<file path="src/rtl/arith_pkg.sv">
// Shared Q1.7 arithmetic definitions: widths, saturation limits, divider FSM states and saturation helper.
package arith_pkg;

   localparam int DATA_W    = 8;
   localparam int FRAC_BITS = 7;
   localparam int QUOT_W    = DATA_W + FRAC_BITS;
   localparam int REM_W     = DATA_W + 1;
   localparam int CNT_W     = $clog2(QUOT_W);

   localparam logic signed [DATA_W-1:0] Q_MIN = 8'sh80;
   localparam logic signed [DATA_W-1:0] Q_MAX = 8'sh7F;

   typedef enum logic {IDLE, CALC} div_state_t;

   // Applies the sign to an unsigned magnitude, clamping to the Q1.7 range.
   function automatic logic signed [DATA_W-1:0] sat_q17(input logic [QUOT_W:0] mag, input logic neg);
      logic [DATA_W-1:0] w_low;
      w_low = mag[DATA_W-1:0];
      if (neg) begin
         if (mag >= (QUOT_W+1)'(128)) return Q_MIN;
         return $signed(DATA_W'(0) - w_low);
      end
      if (mag >= (QUOT_W+1)'(127)) return Q_MAX;
      return $signed(w_low);
   endfunction

endpackage

</file>
<file path="src/rtl/arithmetic_divider_if.sv">
// Operand/result bundle of the Q1.7 divider; master drives operands, slave returns results.
interface arithmetic_divider_if;
   import arith_pkg::*;

   logic                     i_valid;
   logic                     o_ready;
   logic signed [DATA_W-1:0] i_data_a;
   logic signed [DATA_W-1:0] i_data_b;
   logic signed [DATA_W-1:0] o_data;
   logic                     o_valid;
   logic                     o_div_zero;

   modport master (
      output i_valid, i_data_a, i_data_b,
      input  o_ready, o_data, o_valid, o_div_zero
   );

   modport slave (
      input  i_valid, i_data_a, i_data_b,
      output o_ready, o_data, o_valid, o_div_zero
   );

endinterface

</file>
<file path="src/rtl/arithmetic_divider_div_restore_step.sv">
// One restoring-division iteration: shift a dividend bit into the remainder, subtract the divisor if it fits.
module div_restore_step
   import arith_pkg::*;
(
   input  logic [REM_W-1:0]  i_rem,
   input  logic              i_bit,
   input  logic [DATA_W-1:0] i_divisor,
   output logic [REM_W-1:0]  o_rem,
   output logic              o_q_bit
);

   logic [REM_W:0] w_shift;
   logic [REM_W:0] w_div_ext;
   logic [REM_W:0] w_diff;

   assign w_shift   = {i_rem, i_bit};
   assign w_div_ext = {2'b00, i_divisor};
   assign w_diff    = w_shift - w_div_ext;
   assign o_q_bit   = (w_shift >= w_div_ext);
   // The remainder stays below the divisor (<=128), so the top bit is always zero.
   assign o_rem     = REM_W'(o_q_bit ? w_diff : w_shift);

endmodule

</file>
<file path="src/rtl/arithmetic_divider.sv">
// Sequential Q1.7 signed divider, o_data = sat((A<<7)/B), fixed 15-cycle latency, accepts only while o_ready.
// Build option ROUND_NEAREST_EN: round the magnitude to nearest instead of truncating.
module arithmetic_divider
   import arith_pkg::*;
(
   input  logic                clk,
   input  logic                rst,
   arithmetic_divider_if.slave bus
);

   div_state_t               r_state;
   div_state_t               w_next_state;
   logic [CNT_W-1:0]         r_cnt;
   logic [QUOT_W-1:0]        r_dvd;
   logic [QUOT_W-2:0]        r_quot;
   logic [DATA_W-1:0]        r_div;
   logic [REM_W-1:0]         r_rem;
   logic                     r_neg;
   logic                     r_a_neg;
   logic                     r_zero;
   logic signed [DATA_W-1:0] r_data;
   logic                     r_valid;
   logic                     r_div_zero;

   logic                     w_ready;
   logic                     w_accept;
   logic                     w_last;
   logic [DATA_W-1:0]        w_abs_a;
   logic [DATA_W-1:0]        w_abs_b;
   logic [REM_W-1:0]         w_rem_out;
   logic                     w_qbit;
   logic [QUOT_W-1:0]        w_q_final;
   logic [QUOT_W:0]          w_mag;

   // |-128| = 128 still fits the unsigned DATA_W magnitude.
   assign w_abs_a = bus.i_data_a[DATA_W-1] ? DATA_W'(-bus.i_data_a) : bus.i_data_a;
   assign w_abs_b = bus.i_data_b[DATA_W-1] ? DATA_W'(-bus.i_data_b) : bus.i_data_b;

   div_restore_step u_step (
      .i_rem     (r_rem),
      .i_bit     (r_dvd[QUOT_W-1]),
      .i_divisor (r_div),
      .o_rem     (w_rem_out),
      .o_q_bit   (w_qbit)
   );

   assign w_q_final = {r_quot, w_qbit};

`ifdef ROUND_NEAREST_EN
   logic w_round_up;
   assign w_round_up = ({w_rem_out, 1'b0} >= {2'b00, r_div});
   assign w_mag      = {1'b0, w_q_final} + (QUOT_W+1)'(w_round_up);
`else
   assign w_mag      = {1'b0, w_q_final};
`endif

   always_ff @(posedge clk or posedge rst) begin
      if (rst) r_state <= IDLE;
      else     r_state <= w_next_state;
   end

   always_comb begin
      w_next_state = r_state;
      case (r_state)
         IDLE:    if (w_accept) w_next_state = CALC;
         CALC:    if (w_last)   w_next_state = IDLE;
         default: w_next_state = IDLE;
      endcase
   end

   always_comb begin
      w_ready  = (r_state == IDLE);
      w_accept = w_ready && bus.i_valid;
      w_last   = (r_state == CALC) && (r_cnt == CNT_W'(QUOT_W-1));
   end

   always_ff @(posedge clk or posedge rst) begin
      if (rst) begin
         r_cnt      <= '0;
         r_dvd      <= '0;
         r_quot     <= '0;
         r_div      <= '0;
         r_rem      <= '0;
         r_neg      <= 1'b0;
         r_a_neg    <= 1'b0;
         r_zero     <= 1'b0;
         r_data     <= '0;
         r_valid    <= 1'b0;
         r_div_zero <= 1'b0;
      end else begin
         r_valid <= 1'b0;
         if (w_accept) begin
            r_dvd   <= {w_abs_a, {FRAC_BITS{1'b0}}};
            r_div   <= w_abs_b;
            r_neg   <= bus.i_data_a[DATA_W-1] ^ bus.i_data_b[DATA_W-1];
            r_a_neg <= bus.i_data_a[DATA_W-1];
            r_zero  <= (bus.i_data_b == '0);
            r_rem   <= '0;
            r_quot  <= '0;
            r_cnt   <= '0;
         end else if (r_state == CALC) begin
            r_dvd  <= {r_dvd[QUOT_W-2:0], 1'b0};
            r_rem  <= w_rem_out;
            r_quot <= w_q_final[QUOT_W-2:0];
            r_cnt  <= w_last ? '0 : r_cnt + 1'b1;
            if (w_last) begin
               r_valid    <= 1'b1;
               r_div_zero <= r_zero;
               r_data     <= r_zero ? (r_a_neg ? Q_MIN : Q_MAX) : sat_q17(w_mag, r_neg);
            end
         end
      end
   end

   assign bus.o_ready    = w_ready;
   assign bus.o_valid    = r_valid;
   assign bus.o_data     = r_data;
   assign bus.o_div_zero = r_div_zero;

endmodule

</file>
<file path="src/flat_wrapper.sv">
// flat-port wrapper written by rule: the top's interface ports become plain ports
module arithmetic_divider_flat import arith_pkg::*;
  (clk, rst, bus_i_valid, bus_i_data_a, bus_i_data_b, bus_o_ready, bus_o_data, bus_o_valid, bus_o_div_zero);
  arithmetic_divider_if bus_i ();
  input  logic clk;
  input  logic rst;
  input wire logic [$bits(bus_i.i_valid)-1:0] bus_i_valid;
  input wire logic [$bits(bus_i.i_data_a)-1:0] bus_i_data_a;
  input wire logic [$bits(bus_i.i_data_b)-1:0] bus_i_data_b;
  output wire logic [$bits(bus_i.o_ready)-1:0] bus_o_ready;
  output wire logic [$bits(bus_i.o_data)-1:0] bus_o_data;
  output wire logic [$bits(bus_i.o_valid)-1:0] bus_o_valid;
  output wire logic [$bits(bus_i.o_div_zero)-1:0] bus_o_div_zero;
  assign bus_i.i_valid = bus_i_valid;
  assign bus_i.i_data_a = bus_i_data_a;
  assign bus_i.i_data_b = bus_i_data_b;
  assign bus_o_ready = bus_i.o_ready;
  assign bus_o_data = bus_i.o_data;
  assign bus_o_valid = bus_i.o_valid;
  assign bus_o_div_zero = bus_i.o_div_zero;
  arithmetic_divider u_core (.clk(clk), .rst(rst), .bus(bus_i));
endmodule
</file>
<file path="config.mk">
export PLATFORM = sky130hd
export DESIGN_NAME = arithmetic_divider_flat
export DESIGN_NICKNAME = d
export VERILOG_FILES = /design/src/rtl/arith_pkg.sv /design/src/rtl/arithmetic_divider_if.sv /design/src/rtl/arithmetic_divider_div_restore_step.sv /design/src/rtl/arithmetic_divider.sv /design/src/flat_wrapper.sv
export SDC_FILE = /design/constraint.sdc
export NUM_CORES = 1
export LEC_CHECK = 0
export CAP_MARGIN = 20
export CORE_MARGIN = 8
export CORE_UTILIZATION = 54
export CTS_BUF_LIST = sky130_fd_sc_hd__clkbuf_8
export CTS_CLUSTER_DIAMETER = 100
export DETAILED_ROUTE_END_ITERATION = 10
export PLACE_DENSITY = 0.78
export SKIP_CTS_REPAIR_TIMING = 1
export SLEW_MARGIN = 5
export SYNTH_ARGS = -nofsm -noshare
export SYNTH_HDL_FRONTEND = slang
export SYNTH_SLANG_ARGS = --single-unit
</file>
<file path="constraint.sdc">
create_clock -name clk -period 2.8 [get_ports clk]
set_input_delay 0.42 -clock clk [delete_from_list [all_inputs] [get_ports clk]]
set_output_delay 0.42 -clock clk [all_outputs]
set_load 0.005 [all_outputs]
</file>
==> flow_metrics.env <==
export IMPL_htree_levels=3
export IMPL_routed_via_density=5.69
export IMPL_startpoint_type="register"
export IMPL_synthSimpleGateAreaFrac=0.178
export IMPL_async_flop_share=1.00
export IMPL_layout_setup_ws_ps=-244
export IMPL_setup_violations=6
export IMPL_hold_slack_ps=428
export IMPL_slowest_delay_ps=580
export IMPL_finalHoldViolations=0
export IMPL_drv_slew=0
export IMPL_synth_compound_area_frac=0.197
export IMPL_finalWirelength_um=7470
export IMPL_area_growth_pct=24.3
export IMPL_cp_top_family="simple AND/OR/NAND/NOR gates"
export IMPL_endpoint_kind="register"
export IMPL_cp_cell_sequence="inv_2 -> ha_4 -> fa_2 -> nand2b_4 -> a21o_4 -> a21oi_2 -> or4_4 -> clkinv_8 -> ha_4 -> inv_1 -> or3_4 -> mux2_4 -> a2bb2oi_2 -> o21ai_2 -> nand2_1"
export IMPL_cts_buffers=9
export IMPL_gp_congestion=0.854
export IMPL_crit_top_cell="ha_4"
export IMPL_cts_tree="yes"
export IMPL_r2r_slack_ps=-240
export IMPL_internal_power_mw=2.93
export IMPL_antenna_found_initial=0
export IMPL_ant_nets=0
export IMPL_grt_max_degree=54
export IMPL_tightest_slew_ps=625
export IMPL_fin_crit_sh=1.09
export IMPL_start_util=0.559
export IMPL_reg2reg_to="u_core.bus.o_data[4]"
export IMPL_yosys_area_top_type_share=0.431
export IMPL_p_leak_nw=1.86
export IMPL_power_frac_comb=0.532
export IMPL_grt_use_total=0.179
export IMPL_timing_slew_headroom=0.580
export IMPL_status="complete, but fails checks"
export IMPL_required_ps=3010
export IMPL_synthesis_area_um2=3310
export IMPL_synth_most_common_cell="nand2_1"
export IMPL_die_area_um2=8890
export IMPL_critPathKind="reg -> reg"
export IMPL_post_route_drc_count=0
export IMPL_synth_nets=407
export IMPL_wl_per_cell_um=14.8
export IMPL_final_util=0.695
export IMPL_synth_distinct_cells=56
export IMPL_maxCapViolations=0
export IMPL_grt_pass1_vias=2877
export IMPL_cts_sinks=57
export IMPL_totalPowerFinal_mw=4.84
export IMPL_synth_common_cells="nand2_1, dfrtp_1, o21ai_1"
export IMPL_rsz0062_at_grt="yes"
export IMPL_synth_cells=373
export IMPL_dpl_hpwl_um=5370
export IMPL_synth_seq_cells=57
export IMPL_arrival_ps=3260
export IMPL_pwr_share_clk=0.152
export IMPL_hold_path_class="in -> async"
export IMPL_die_w_um=94.3
export IMPL_reg2reg_depth=15
export IMPL_core_um2=5920
export IMPL_std_cell_rows=28
export IMPL_syn_avg_cell_area_um2=8.87
export IMPL_insertedDiodeCount=0
export IMPL_drtIter0Drc=119
export IMPL_yosys_warnings=0
export IMPL_synthAdderAreaFrac=0.0590
export IMPL_synth_mux_area_frac=0.0374
export IMPL_drive_above_1_share=0.152
export IMPL_root_buffer="clkbuf_8"
export IMPL_crit_buf_inv=3
export IMPL_grt_remaining_overflow=0
export IMPL_period_minus_slack_ps=3040
export IMPL_swShare=0.395
export IMPL_ir_drop_v=0.000593
export IMPL_p_switching_mw=1.91
export IMPL_yosysTopAreaCell="dfrtp_1"
export IMPL_synthFlopType="dfrtp_1"
export IMPL_synth_yosys_seq_area_share=0.431
export IMPL_cpMaxStageDelayCell="or4_4"
export IMPL_violations="setup timing"
export IMPL_clock_path_buffers=2
export IMPL_io_buffer_count=29
export IMPL_dr_pass1_iters=4
export IMPL_synth_top_family_by_area="compound AO/OA/AOI/OAI gates"
export IMPL_crit_fanout=3
export IMPL_fmax_mhz=328
export IMPL_grt_first_pass_wirelength_um=12800
export IMPL_skew_ps=4.51
export IMPL_via_count=2868
export IMPL_final_nets=458
export IMPL_clk_pin_slew_worst_paths_ps=60
export IMPL_synth_xor_xnor_area_share=0.0423
export IMPL_clock_latency_ps=330
export IMPL_pin_count=30
export IMPL_synthTopCellsByArea="dfrtp_1, nand2_1, o21ai_1"
export IMPL_die_h_um=94.3
export IMPL_p_per_area_nw_per_um2=1180
export IMPL_synth_edf_count=0
export IMPL_timing_rr_start="u_core.r_dvd[14]"
export IMPL_pwr_share_seq=0.316
sequential cells by signal (all words and copies together) (netlist names):
register               flops
u_core.r_zero              1
u_core.r_a_neg             1
u_core.r_quot             14
u_core.r_div               8
u_core.bus.o_valid         1
u_core.r_neg               1
u_core.r_rem               9
u_core.r_dvd               8
u_core.bus.o_data          8
u_core.r_state             1
u_core.bus.o_div_zero      1
u_core.r_cnt               4
how the worst max path moves through the flow:
stage	startpoint	end	slack, ps	cells past startpoint
after floorplan	u_core.r_dvd[14]	u_core.bus.o_data[6]	-220	15
after global placement	u_core.r_dvd[14]	u_core.bus.o_data[6]	-130	14
after detailed placement	u_core.r_dvd[14]	u_core.bus.o_data[6]	-220	14
after CTS	u_core.r_dvd[14]	u_core.bus.o_data[4]	-280	15
after global routing	u_core.r_dvd[14]	u_core.bus.o_data[4]	-330	15
final	u_core.r_dvd[14]	u_core.bus.o_data[4]	-240	15
cell type report:
class	instances	area (um^2)
clock buffers	10	138
flip-flops and latches	57	1430
clock inverters	6	51.3
fillers	459	1810
inverters	25	106
well taps	75	93.8
multi-input cells	272	1780
repair buffers	59	519
cell usage in the layout (no fill, tap or decap), types with 7 or more instances in the layout:
cell type        count
nand3_1              8
xnor2_1              9
ha_1                11
nor4_1               7
clkdlybuf4s50_1     29
xor2_1               7
mux2i_1              9
nor2_1              19
a21oi_1             16
inv_1               22
buf_4               29
dfrtp_1             57
o21ai_1             38
clkbuf_8            10
nand2_1             64
cells by family after synthesis:
logic type	after synthesis
and+or+nand+nor	127
AOI/OAI and AO/OA	102
DFF	57
buffers and inverters	44
xor gates and xnor gates	16
adders and majority gates	15
muxes	12
power groups by stage:
stage	logic, mW	clock network (mW)	registers, mW
after floorplan	1.75	0	1.43
after global placement	2.38	0	1.51
after detailed placement	2.47	0	1.53
after CTS	2.49	0.744	1.52
after global routing	2.87	0.775	1.58
final	2.57	0.734	1.53
stage by stage:
step	worst slack, ps	cell area, um^2	std cells	setup TNS [ps]
after detailed placement	-217	3860	483	-746
final	-244	4110	504	-926
after CTS	-275	4050	499	-875
after global routing	-326	4110	504	-1600
after floorplan	-220	3370	373	-393
after global placement	-127	3860	483	-226
per-layer routing:
layer / part of all wire / GRT usage / vias to the layer above
li1: - / - / 1408
met1: 0.45 / 0.209 / 1384
met2: 0.49 / 0.306 / 62
met3: 0.037 / 0.0288 / 14
met4: 0.023 / 0.0938 / 0
met5: 0 / 0 / -
Note: power is estimated with default switching activity, not from simulation.
